## src/rtl/trigger_delay_pkg.sv

```systemverilog
// Shared definitions for the trigger delay / pulse generation path:
// edge and command encodings plus the pulse generator state machine.
package trigger_delay_pkg;

  // Edge polarity selection used by the trigger delay stage
  typedef enum logic [1:0] {
    EDGE_RISE = 2'd0,
    EDGE_FALL = 2'd1,
    EDGE_BOTH = 2'd2,
    EDGE_NONE = 2'd3
  } edge_sel_e;

  // Host command encodings for the trigger path
  typedef enum logic [1:0] {
    CMD_NOP   = 2'd0,
    CMD_ARM   = 2'd1,
    CMD_DISARM = 2'd2,
    CMD_CLEAR = 2'd3
  } cmd_e;

  // Pulse generator states
  typedef enum logic [1:0] {
    PG_IDLE    = 2'd0,
    PG_HIGH    = 2'd1,
    PG_GAP     = 2'd2,
    PG_HOLDOFF = 2'd3
  } pg_state_e;

  // Default widths of the pulse generator counters
  localparam int PG_CNT_W_DEF  = 16;
  localparam int PG_HOLD_W_DEF = 32;

  // True when the pulse with index idx is the final pulse of a burst of cnt pulses
  function automatic logic is_last_pulse(input logic [7:0] idx, input logic [7:0] cnt);
    return (idx == (cnt - 8'd1));
  endfunction

endpackage

```

## src/rtl/trigger_pulse_gen.sv

```systemverilog
// Trigger pulse generator: on a rising trig_in edge emits a burst of
// pulse_count pulses (width/gap programmable) followed by a hold-off period.
// Configuration is double buffered so a burst in flight is never disturbed.
module trigger_pulse_gen
  import trigger_delay_pkg::*;
#(
  parameter int CNT_W  = PG_CNT_W_DEF,
  parameter int HOLD_W = PG_HOLD_W_DEF
) (
  input  logic              clk,
  input  logic              rst,
  input  logic              trig_in,
  input  logic [CNT_W-1:0]  pulse_width,
  input  logic [CNT_W-1:0]  pulse_gap,
  input  logic [7:0]        pulse_count,
  input  logic [HOLD_W-1:0] holdoff,
  input  logic              cfg_update,
  output logic              pulse_out,
  output logic              busy,
  output logic [CNT_W-1:0]  fire_count,
  output logic [CNT_W-1:0]  missed_count
);

  localparam logic [CNT_W-1:0]  CNT_ZERO  = {CNT_W{1'b0}};
  localparam logic [CNT_W-1:0]  CNT_ONE   = {{(CNT_W-1){1'b0}}, 1'b1};
  localparam logic [CNT_W-1:0]  CNT_MAX   = {CNT_W{1'b1}};
  localparam logic [HOLD_W-1:0] HOLD_ZERO = {HOLD_W{1'b0}};
  localparam logic [HOLD_W-1:0] HOLD_ONE  = {{(HOLD_W-1){1'b0}}, 1'b1};

  pg_state_e          state_q, state_d;
  logic               pulse_q, pulse_d;
  logic               busy_q, busy_d;
  logic               trig_prev_q, trig_prev_d;
  logic [CNT_W-1:0]   cnt_q, cnt_d;
  logic [HOLD_W-1:0]  hold_cnt_q, hold_cnt_d;
  logic [7:0]         idx_q, idx_d;
  logic [CNT_W-1:0]   fire_q, fire_d;
  logic [CNT_W-1:0]   missed_q, missed_d;

  // Active configuration (used by bursts) and pending configuration
  logic [CNT_W-1:0]   act_width_q, act_width_d;
  logic [CNT_W-1:0]   act_gap_q, act_gap_d;
  logic [7:0]         act_count_q, act_count_d;
  logic [HOLD_W-1:0]  act_hold_q, act_hold_d;
  logic [CNT_W-1:0]   pend_width_q, pend_width_d;
  logic [CNT_W-1:0]   pend_gap_q, pend_gap_d;
  logic [7:0]         pend_count_q, pend_count_d;
  logic [HOLD_W-1:0]  pend_hold_q, pend_hold_d;
  logic               pend_valid_q, pend_valid_d;

  logic               edge_s;
  logic               start_s;
  logic               miss_s;
  logic               to_idle_s;
  logic [CNT_W-1:0]   width_m1_s;
  logic [CNT_W-1:0]   gap_m1_s;

  // Next-state, counter and configuration update logic
  always_comb begin
    state_d      = state_q;
    cnt_d        = cnt_q;
    hold_cnt_d   = hold_cnt_q;
    idx_d        = idx_q;
    fire_d       = fire_q;
    missed_d     = missed_q;
    act_width_d  = act_width_q;
    act_gap_d    = act_gap_q;
    act_count_d  = act_count_q;
    act_hold_d   = act_hold_q;
    pend_width_d = pend_width_q;
    pend_gap_d   = pend_gap_q;
    pend_count_d = pend_count_q;
    pend_hold_d  = pend_hold_q;
    pend_valid_d = pend_valid_q;
    to_idle_s    = 1'b0;
    trig_prev_d  = trig_in;

    edge_s  = trig_in & ~trig_prev_q;
    start_s = edge_s & (state_q == PG_IDLE) & (act_count_q != 8'd0);
    miss_s  = edge_s & ~start_s;

    // Zero width/gap behave as one cycle; counters hold "cycles remaining - 1"
    width_m1_s = (act_width_q == CNT_ZERO) ? CNT_ZERO : (act_width_q - CNT_ONE);
    gap_m1_s   = (act_gap_q == CNT_ZERO) ? CNT_ZERO : (act_gap_q - CNT_ONE);

    case (state_q)
      PG_IDLE: begin
        if (start_s) begin
          state_d = PG_HIGH;
          cnt_d   = width_m1_s;
          idx_d   = 8'd0;
        end else begin
          state_d = PG_IDLE;
        end
      end
      PG_HIGH: begin
        if (cnt_q != CNT_ZERO) begin
          cnt_d = cnt_q - CNT_ONE;
        end else if (!is_last_pulse(idx_q, act_count_q)) begin
          state_d = PG_GAP;
          cnt_d   = gap_m1_s;
        end else if (act_hold_q != HOLD_ZERO) begin
          state_d    = PG_HOLDOFF;
          hold_cnt_d = act_hold_q - HOLD_ONE;
        end else begin
          state_d   = PG_IDLE;
          to_idle_s = 1'b1;
        end
      end
      PG_GAP: begin
        if (cnt_q != CNT_ZERO) begin
          cnt_d = cnt_q - CNT_ONE;
        end else begin
          state_d = PG_HIGH;
          cnt_d   = width_m1_s;
          idx_d   = idx_q + 8'd1;
        end
      end
      PG_HOLDOFF: begin
        if (hold_cnt_q != HOLD_ZERO) begin
          hold_cnt_d = hold_cnt_q - HOLD_ONE;
        end else begin
          state_d   = PG_IDLE;
          to_idle_s = 1'b1;
        end
      end
      default: begin
        state_d = PG_IDLE;
      end
    endcase

    // Idle and not launching: load directly. Returning to idle: newest strobe wins.
    // Otherwise park the strobe in the pending set so the burst is untouched.
    if (cfg_update) begin
      if (((state_q == PG_IDLE) && !start_s) || to_idle_s) begin
        act_width_d  = pulse_width;
        act_gap_d    = pulse_gap;
        act_count_d  = pulse_count;
        act_hold_d   = holdoff;
        pend_valid_d = 1'b0;
      end else begin
        pend_width_d = pulse_width;
        pend_gap_d   = pulse_gap;
        pend_count_d = pulse_count;
        pend_hold_d  = holdoff;
        pend_valid_d = 1'b1;
      end
    end else if (to_idle_s && pend_valid_q) begin
      act_width_d  = pend_width_q;
      act_gap_d    = pend_gap_q;
      act_count_d  = pend_count_q;
      act_hold_d   = pend_hold_q;
      pend_valid_d = 1'b0;
    end else begin
      pend_valid_d = pend_valid_q;
    end

    if (start_s && (fire_q != CNT_MAX)) begin
      fire_d = fire_q + CNT_ONE;
    end else begin
      fire_d = fire_q;
    end

    if (miss_s && (missed_q != CNT_MAX)) begin
      missed_d = missed_q + CNT_ONE;
    end else begin
      missed_d = missed_q;
    end

    pulse_d = (state_d == PG_HIGH);
    busy_d  = (state_d != PG_IDLE);
  end

  // State, counters, configuration and registered outputs
  always_ff @(posedge clk or posedge rst) begin
    if (rst) begin
      state_q      <= PG_IDLE;
      pulse_q      <= 1'b0;
      busy_q       <= 1'b0;
      trig_prev_q  <= 1'b1;
      cnt_q        <= CNT_ZERO;
      hold_cnt_q   <= HOLD_ZERO;
      idx_q        <= 8'd0;
      fire_q       <= CNT_ZERO;
      missed_q     <= CNT_ZERO;
      act_width_q  <= CNT_ZERO;
      act_gap_q    <= CNT_ZERO;
      act_count_q  <= 8'd0;
      act_hold_q   <= HOLD_ZERO;
      pend_width_q <= CNT_ZERO;
      pend_gap_q   <= CNT_ZERO;
      pend_count_q <= 8'd0;
      pend_hold_q  <= HOLD_ZERO;
      pend_valid_q <= 1'b0;
    end else begin
      state_q      <= state_d;
      pulse_q      <= pulse_d;
      busy_q       <= busy_d;
      trig_prev_q  <= trig_prev_d;
      cnt_q        <= cnt_d;
      hold_cnt_q   <= hold_cnt_d;
      idx_q        <= idx_d;
      fire_q       <= fire_d;
      missed_q     <= missed_d;
      act_width_q  <= act_width_d;
      act_gap_q    <= act_gap_d;
      act_count_q  <= act_count_d;
      act_hold_q   <= act_hold_d;
      pend_width_q <= pend_width_d;
      pend_gap_q   <= pend_gap_d;
      pend_count_q <= pend_count_d;
      pend_hold_q  <= pend_hold_d;
      pend_valid_q <= pend_valid_d;
    end
  end

  assign pulse_out    = pulse_q;
  assign busy         = busy_q;
  assign fire_count   = fire_q;
  assign missed_count = missed_q;

endmodule

```

## config.mk

```make
export PLATFORM = sky130hd
export DESIGN_NAME = trigger_pulse_gen
export DESIGN_NICKNAME = d
export VERILOG_FILES = /design/src/rtl/trigger_delay_pkg.sv /design/src/rtl/trigger_pulse_gen.sv
export SDC_FILE = /design/constraint.sdc
export NUM_CORES = 1
export LEC_CHECK = 0
export BUFFER_PORTS_ARGS = -buffer_cell sky130_fd_sc_hd__buf_2
export CAP_MARGIN = 40
export CELL_PAD_IN_SITES_DETAIL_PLACEMENT = 0
export CELL_PAD_IN_SITES_GLOBAL_PLACEMENT = 1
export CORE_MARGIN = 1.5
export CORE_UTILIZATION = 40
export CTS_BUF_LIST = sky130_fd_sc_hd__clkbuf_16
export DETAILED_ROUTE_END_ITERATION = 12
export GPL_TIMING_DRIVEN = 0
export PLACE_DENSITY = 0.81
export SETUP_SLACK_MARGIN = 0.3
export SLEW_MARGIN = 20
export SYNTH_ARGS = -nofsm -noshare
export SYNTH_HDL_FRONTEND = slang
export SYNTH_SLANG_ARGS = --single-unit
```

## constraint.sdc

```tcl
create_clock -name clk -period 7.5 [get_ports clk]
set_clock_uncertainty 0.1 [all_clocks]
set_input_delay 1.125 -clock clk [delete_from_list [all_inputs] [get_ports clk]]
set_output_delay 1.125 -clock clk [all_outputs]
set_load 0.05 [all_outputs]
```

======== Word-level counts from Yosys, hierarchy flattened ========
Index checks and enable logic that the tools add are counted.
storage, ports and cells
  flip-flop bits (word level) ............. 238
  input port bits ......................... 76
  output and inout port bits .............. 34
  logic and storage cells ................. 114
cells by class
  add/sub/neg operators ................... 9
  equality and inequality tests ........... 15
  multiplexer cells ....................... 42
  bitwise gates (word level) .............. 7
  reductions and logical operators ........ 23
operators by type and width
  kind                                                count
  2-to-1 mux 32 bit                                   7
  2-to-1 mux 16 bit                                   12
  case mux 32 bit (2 select lines)                    1
  nonzero test 32 bit                                 2
  subtractor 32 x 1 -> 32 bit, second input constant  2
  case mux 16 bit (3 select lines)                    1
  subtractor 16 x 1 -> 16 bit, second input constant  3
  2-to-1 mux 8 bit                                    5
  adder 16 x 1 -> 16 bit, second input constant       2
  zero test 16 bit                                    2
  != test 16 bit, second input constant               2
  case mux 8 bit (2 select lines)                     1
  nonzero test 16 bit                                 1
  != test 2 bit, second input constant                6
  2-to-1 mux 2 bit                                    5
  adder 8 x 1 -> 8 bit, second input constant         1
  == test 8 bit                                       1
  2-to-1 mux 1 bit                                    8
  case mux 2 bit (4 select lines)                     1
  nonzero test 2 bit                                  4
  nonzero test 8 bit                                  1
  subtractor 8 x 1 -> 8 bit, second input constant    1
  AND reduction 3 bit                                 2
  AND reduction 5 bit                                 1
  other kinds (13)                                    24

======== Longest topological paths before layout ========
  word-level depth ........................ 9
  mapped depth ............................ 16
  gate-level depth less buffers ........... 9

======== Worst setup path after synthesis ========
Ideal clock, no wire load.
  kind .................................... register to register
  from .................................... reg state_q[0]
  to ...................................... reg hold_cnt_q[26]
  setup time .............................. 0.139 ns
  arrival ................................. 3.911 ns
  data required time ...................... 7.261 ns
  slack ................................... 3.350 ns
  cell stages (with the launch flop) ...... 17
  path buffers ............................ 7
  clock period less this slack ............ 4.150 ns
  cells stage by stage .................... dfrtp_1 > ha_1 > clkbuf_1 > clkbuf_1 > buf_1 > buf_1 > buf_1 > mux2i_1 > ha_1 > clkbuf_1 > o211a_1 > and4_1 > buf_2 > nand2_1 > a2111oi_0 > mux2i_1 > a22oi_1
on the way
  word-level cells in the longest chain between the ends .. 3
  elaborated cells between the ends (all ways) .. 9
  those cells by class .................... eq/ne: 6; mux: 1; reduce/logical: 2
ends and longest elaborated chain
  element                                                               RTL line                  RTL
  start, declared                                                       trigger_pulse_gen.sv:30   pg_state_e state_q, state_d;
  start signal, assigned                                                trigger_pulse_gen.sv:196  state_q <= state_d;
  == test 2 bit or == test 2 x 1 -> 1 bit (tied branches)               trigger_pulse_gen.sv:86   case (state_q)
  != test 2 bit (no source line) or nonzero test 2 bit (tied branches)  n/a
  AND reduction 5 bit (no source line)                                  n/a
  end signal, assigned                                                  trigger_pulse_gen.sv:201  hold_cnt_q <= hold_cnt_d;
  end, declared                                                         trigger_pulse_gen.sv:35   logic [HOLD_W-1:0] hold_cnt_q, hold_cnt_d;
Parallel ways exist; a longest one is shown, timed or not.
A chain may end at the register's enable or synchronous reset.

======== Final worst setup path ========
Ends and elaborated chain as after synthesis.

==> impl_metrics.csv <==
group,metric,value,unit
placement,post-dp-hpwl,27800,um
power,peakVddDrop,0.000234,V
clocking,cts_resized,0,
sta,slew-limit-headroom,0.500,
floorplanning,core_area,35500,sq um
clocking,clk_path_buf_depth,3,
clocking,clock_latency,550,ps
drt,drt_iter0_drc,670,
clocking,h-tree-depth,1,
drt,drt_first_pass_iters,5,
sta,fin_crit_sh,0.767,
cells_and_area,fillers,3384,
power,cellLeakagePower,7.32,nW
grt,grt_max_degree,34,
min_path,hold_path.class,"flop to flop",
cells_and_area,layout_commonest_cell,"dfrtp_1",
yosys,synth_cells,1303,
clocking,clock-root-buffer,"clkbuf_16",
yosys,ys_seq_area_frac,0.415,
floorplanning,rows,69,
yosys,syn_avg_cell_area,11.0,sq um
setup_path,critPathRequiredTime,7800,ps
setup_path,crit_chain,"ha_1, clkbuf_1, clkbuf_1, buf_1, buf_1, buf_1, mux2i_1, ha_1, clkbuf_1, o211a_1, and4_1, buf_2, nand2_1, a2111oi_0, mux2i_1, a22oi_1",
yosys,synth_area,14400,sq um
yosys,ys.flop_type,"dfrtp_1",
setup_path,slowest_delay,570,ps
grt,grt_pass1_vias,10900,
setup_path,critPathBufInv,7,
sta,setup_tns,0,ps
drt,routed_via_density,5.59,
grt,grt_pass1_wl,60800,um
run,drv_cap,0,
yosys,async_flop_share,1.00,
drt,post-route-drc-count,0,
yosys,yosys_warnings,0,
floorplanning,ios,110,
placement,routabilityCongestion,0.935,
yosys,synth_edf_count,0,
floorplanning,die_y,193,um
setup_path,path_max_fanout,10,
sta,grt_setup_unrepaired,"no",
setup_path,worstPathArrival,6050,ps
cells_and_area,nets,1544,
drt,drt-total-wl,38100,um
clocking,cts_tree,"built",
sta,finalMaxSlewViolations,0,
clocking,clock_sinks,238,
clocking,numCtsBuffers,27,
yosys,synthDistinctLibCells,83,
floorplanning,dieArea,37100,sq um
yosys,syn_nets,1396,
placement,placed_cell_area,15700,sq um
floorplanning,fp.dieW,193,um
power,power_density,359,nW/um^2
drt,ant_nets,0,
drt,via_count,10800,
clocking,cts.clk_slew.worst_paths,60,ps
cells_and_area,syn2layout_area_growth,15.2,%
status,status,"finished, final reports clean",
sta,fmax,174,MHz
cells_and_area,num_antenna_cells,0,
grt,grt.total_usage,0.207,
cells_and_area,layout_common_cells,"237 x dfrtp_1, 132 x mux2_4, 113 x buf_2",
setup_path,start_kind,"flop",
setup_path,crit_family,"buffers and inverters",
sta,worst_slew_pin_slew,743,ps
drt,wl_per_cell,19.7,um
grt,overflow,0,
yosys,ys_seq_elements,238,
sta,setup_ws,1750,ps
cells_and_area,fin_area,16500,sq um
sta,finalHoldViolations,0,
cells_and_area,drive_above_1_share,0.283,
clocking,hold_buffers,0,
sta,setup_viol,0,
placement,dpl_worst_slack,1830,ps
grt,antenna_found_initial,2,
setup_path,crit_slowest_cell,"buf_1",
clocking,cts_setup_buffers,0,
placement,port_buffers,109,
setup_path,criticalPathCategory,"flop to flop",
floorplanning,initial_core_util,0.405,
sta,timing.final.crit_period,5750,ps
setup_path,cp-end-kind,"flop",
## registers in the layout (all words and copies together) (netlist names), 2 cells and up
name          cells
cnt_q            16
act_width_q      16
pend_gap_q       16
missed_count     16
idx_q             8
pend_hold_q      32
act_count_q       8
pend_count_q      8
pend_width_q     16
hold_cnt_q       32
act_gap_q        16
state_q           2
act_hold_q       32
fire_count       16
## per-layer routing
metal,track usage,part of all wire
met3,0.0255,0.039
met4,0.0629,0.030
met1,0.282,0.45
met5,0,0.00034
met2,0.344,0.48
## metrics by stage
stage               hold slack (ps)  total power [mW]   util  instances
floorplan                       367              4.03      -       1303
detailed placement              373              4.61  0.442       1882
CTS                             380              5.97  0.466       1929
finish                          377              5.94  0.466       1930
global placement                373              4.53  0.437       1873
global route                    391              6.30  0.466       1930
## kinds of logic (layout without fill, tap and decap cells)
group / Yosys count / in the layout / synth area share
simple gates: 399 / 399 / 0.147
flops: 238 / 238 / 0.415
compound gates: 229 / 229 / 0.104
mux: 244 / 244 / 0.222
fa+ha+maj: 17 / 17 / 0.0148
xor+xnor: 88 / 88 / 0.0536
buf+inv: 88 / 254 / 0.0432
## synth_stat cells, types with 4 or more instances
master         instances  area share
or3_1                  8      0.0035
clkbuf_1              31      0.0081
dfrtp_1              237        0.41
o211ai_1              10      0.0052
a21o_1                 4      0.0021
mux2_2                75       0.059
nand3_1               33       0.011
mux2_4               132        0.14
o31ai_1               13      0.0068
buf_2                  4      0.0014
a31oi_1               18      0.0078
nor3b_1                6      0.0031
or3b_2                 4      0.0024
and3_1                 6      0.0026
nand4_1               23       0.010
mux2i_1               37       0.026
a22o_1                 8      0.0049
buf_12                14       0.020
o22ai_1               11      0.0048
o21ai_0               49       0.017
or4_1                  7      0.0037
inv_1                 25      0.0065
xnor2_1               54       0.033
nor4b_1                6      0.0037
nand2b_1               6      0.0026
nand2_1               86       0.022
dlygate4sd3_1          5      0.0035
ha_1                  17       0.015
xor2_1                34       0.021
nor3_1                53       0.018
nor2b_1               16      0.0070
nor2_1                71       0.019
a21oi_1               60       0.021
and4_1                 9      0.0055
a22oi_1               10      0.0052
nand3b_1               4      0.0021
nor4_1                29       0.013
buf_1                  5      0.0013
or2_2                 10      0.0044
and2_1                 9      0.0039
## power breakdown
| group | switching [mW] | leakage (nW) | internal [mW] | total, mW |
|---|---|---|---|---|
| logic | 1.07 | 3.92 | 1.27 | 2.33 |
| registers | 0.513 | 2.96 | 1.76 | 2.27 |
| clock network | 0.544 | 0.441 | 0.784 | 1.33 |
## final timing paths
path	from	endpoint	slack (ps)	cells after the start
hold reg to reg	fire_count[10]$_DFFE_PP0P_	fire_count[10]$_DFFE_PP0P_	380	1
max in group asynchronous	rst	pend_gap_q[13]$_DFFE_PP0P_	5640	6
min in group asynchronous	rst	hold_cnt_q[10]$_DFFE_PP0P_	460	2
setup reg to reg	state_q[0]$_DFF_PP0_	hold_cnt_q[26]$_DFFE_PP0P_	1750	16
setup / recovery	state_q[0]$_DFF_PP0_	hold_cnt_q[26]$_DFFE_PP0P_	1750	16
hold / removal	fire_count[10]$_DFFE_PP0P_	fire_count[10]$_DFFE_PP0P_	380	1
## cell type report
class | instances | area [sq um] | area share
buffer | 63 | 527 | 0.0318
clock buffer | 27 | 676 | 0.0408
clock inverter | 20 | 189 | 0.0114
inverter | 25 | 97.6 | 0.00590
multi-input combinational | 977 | 7790 | 0.471
sequential | 238 | 5960 | 0.360
tap | 461 | 577 | 0.0349
timing repair buffer | 119 | 733 | 0.0443
(Power assumes the default switching activity.)
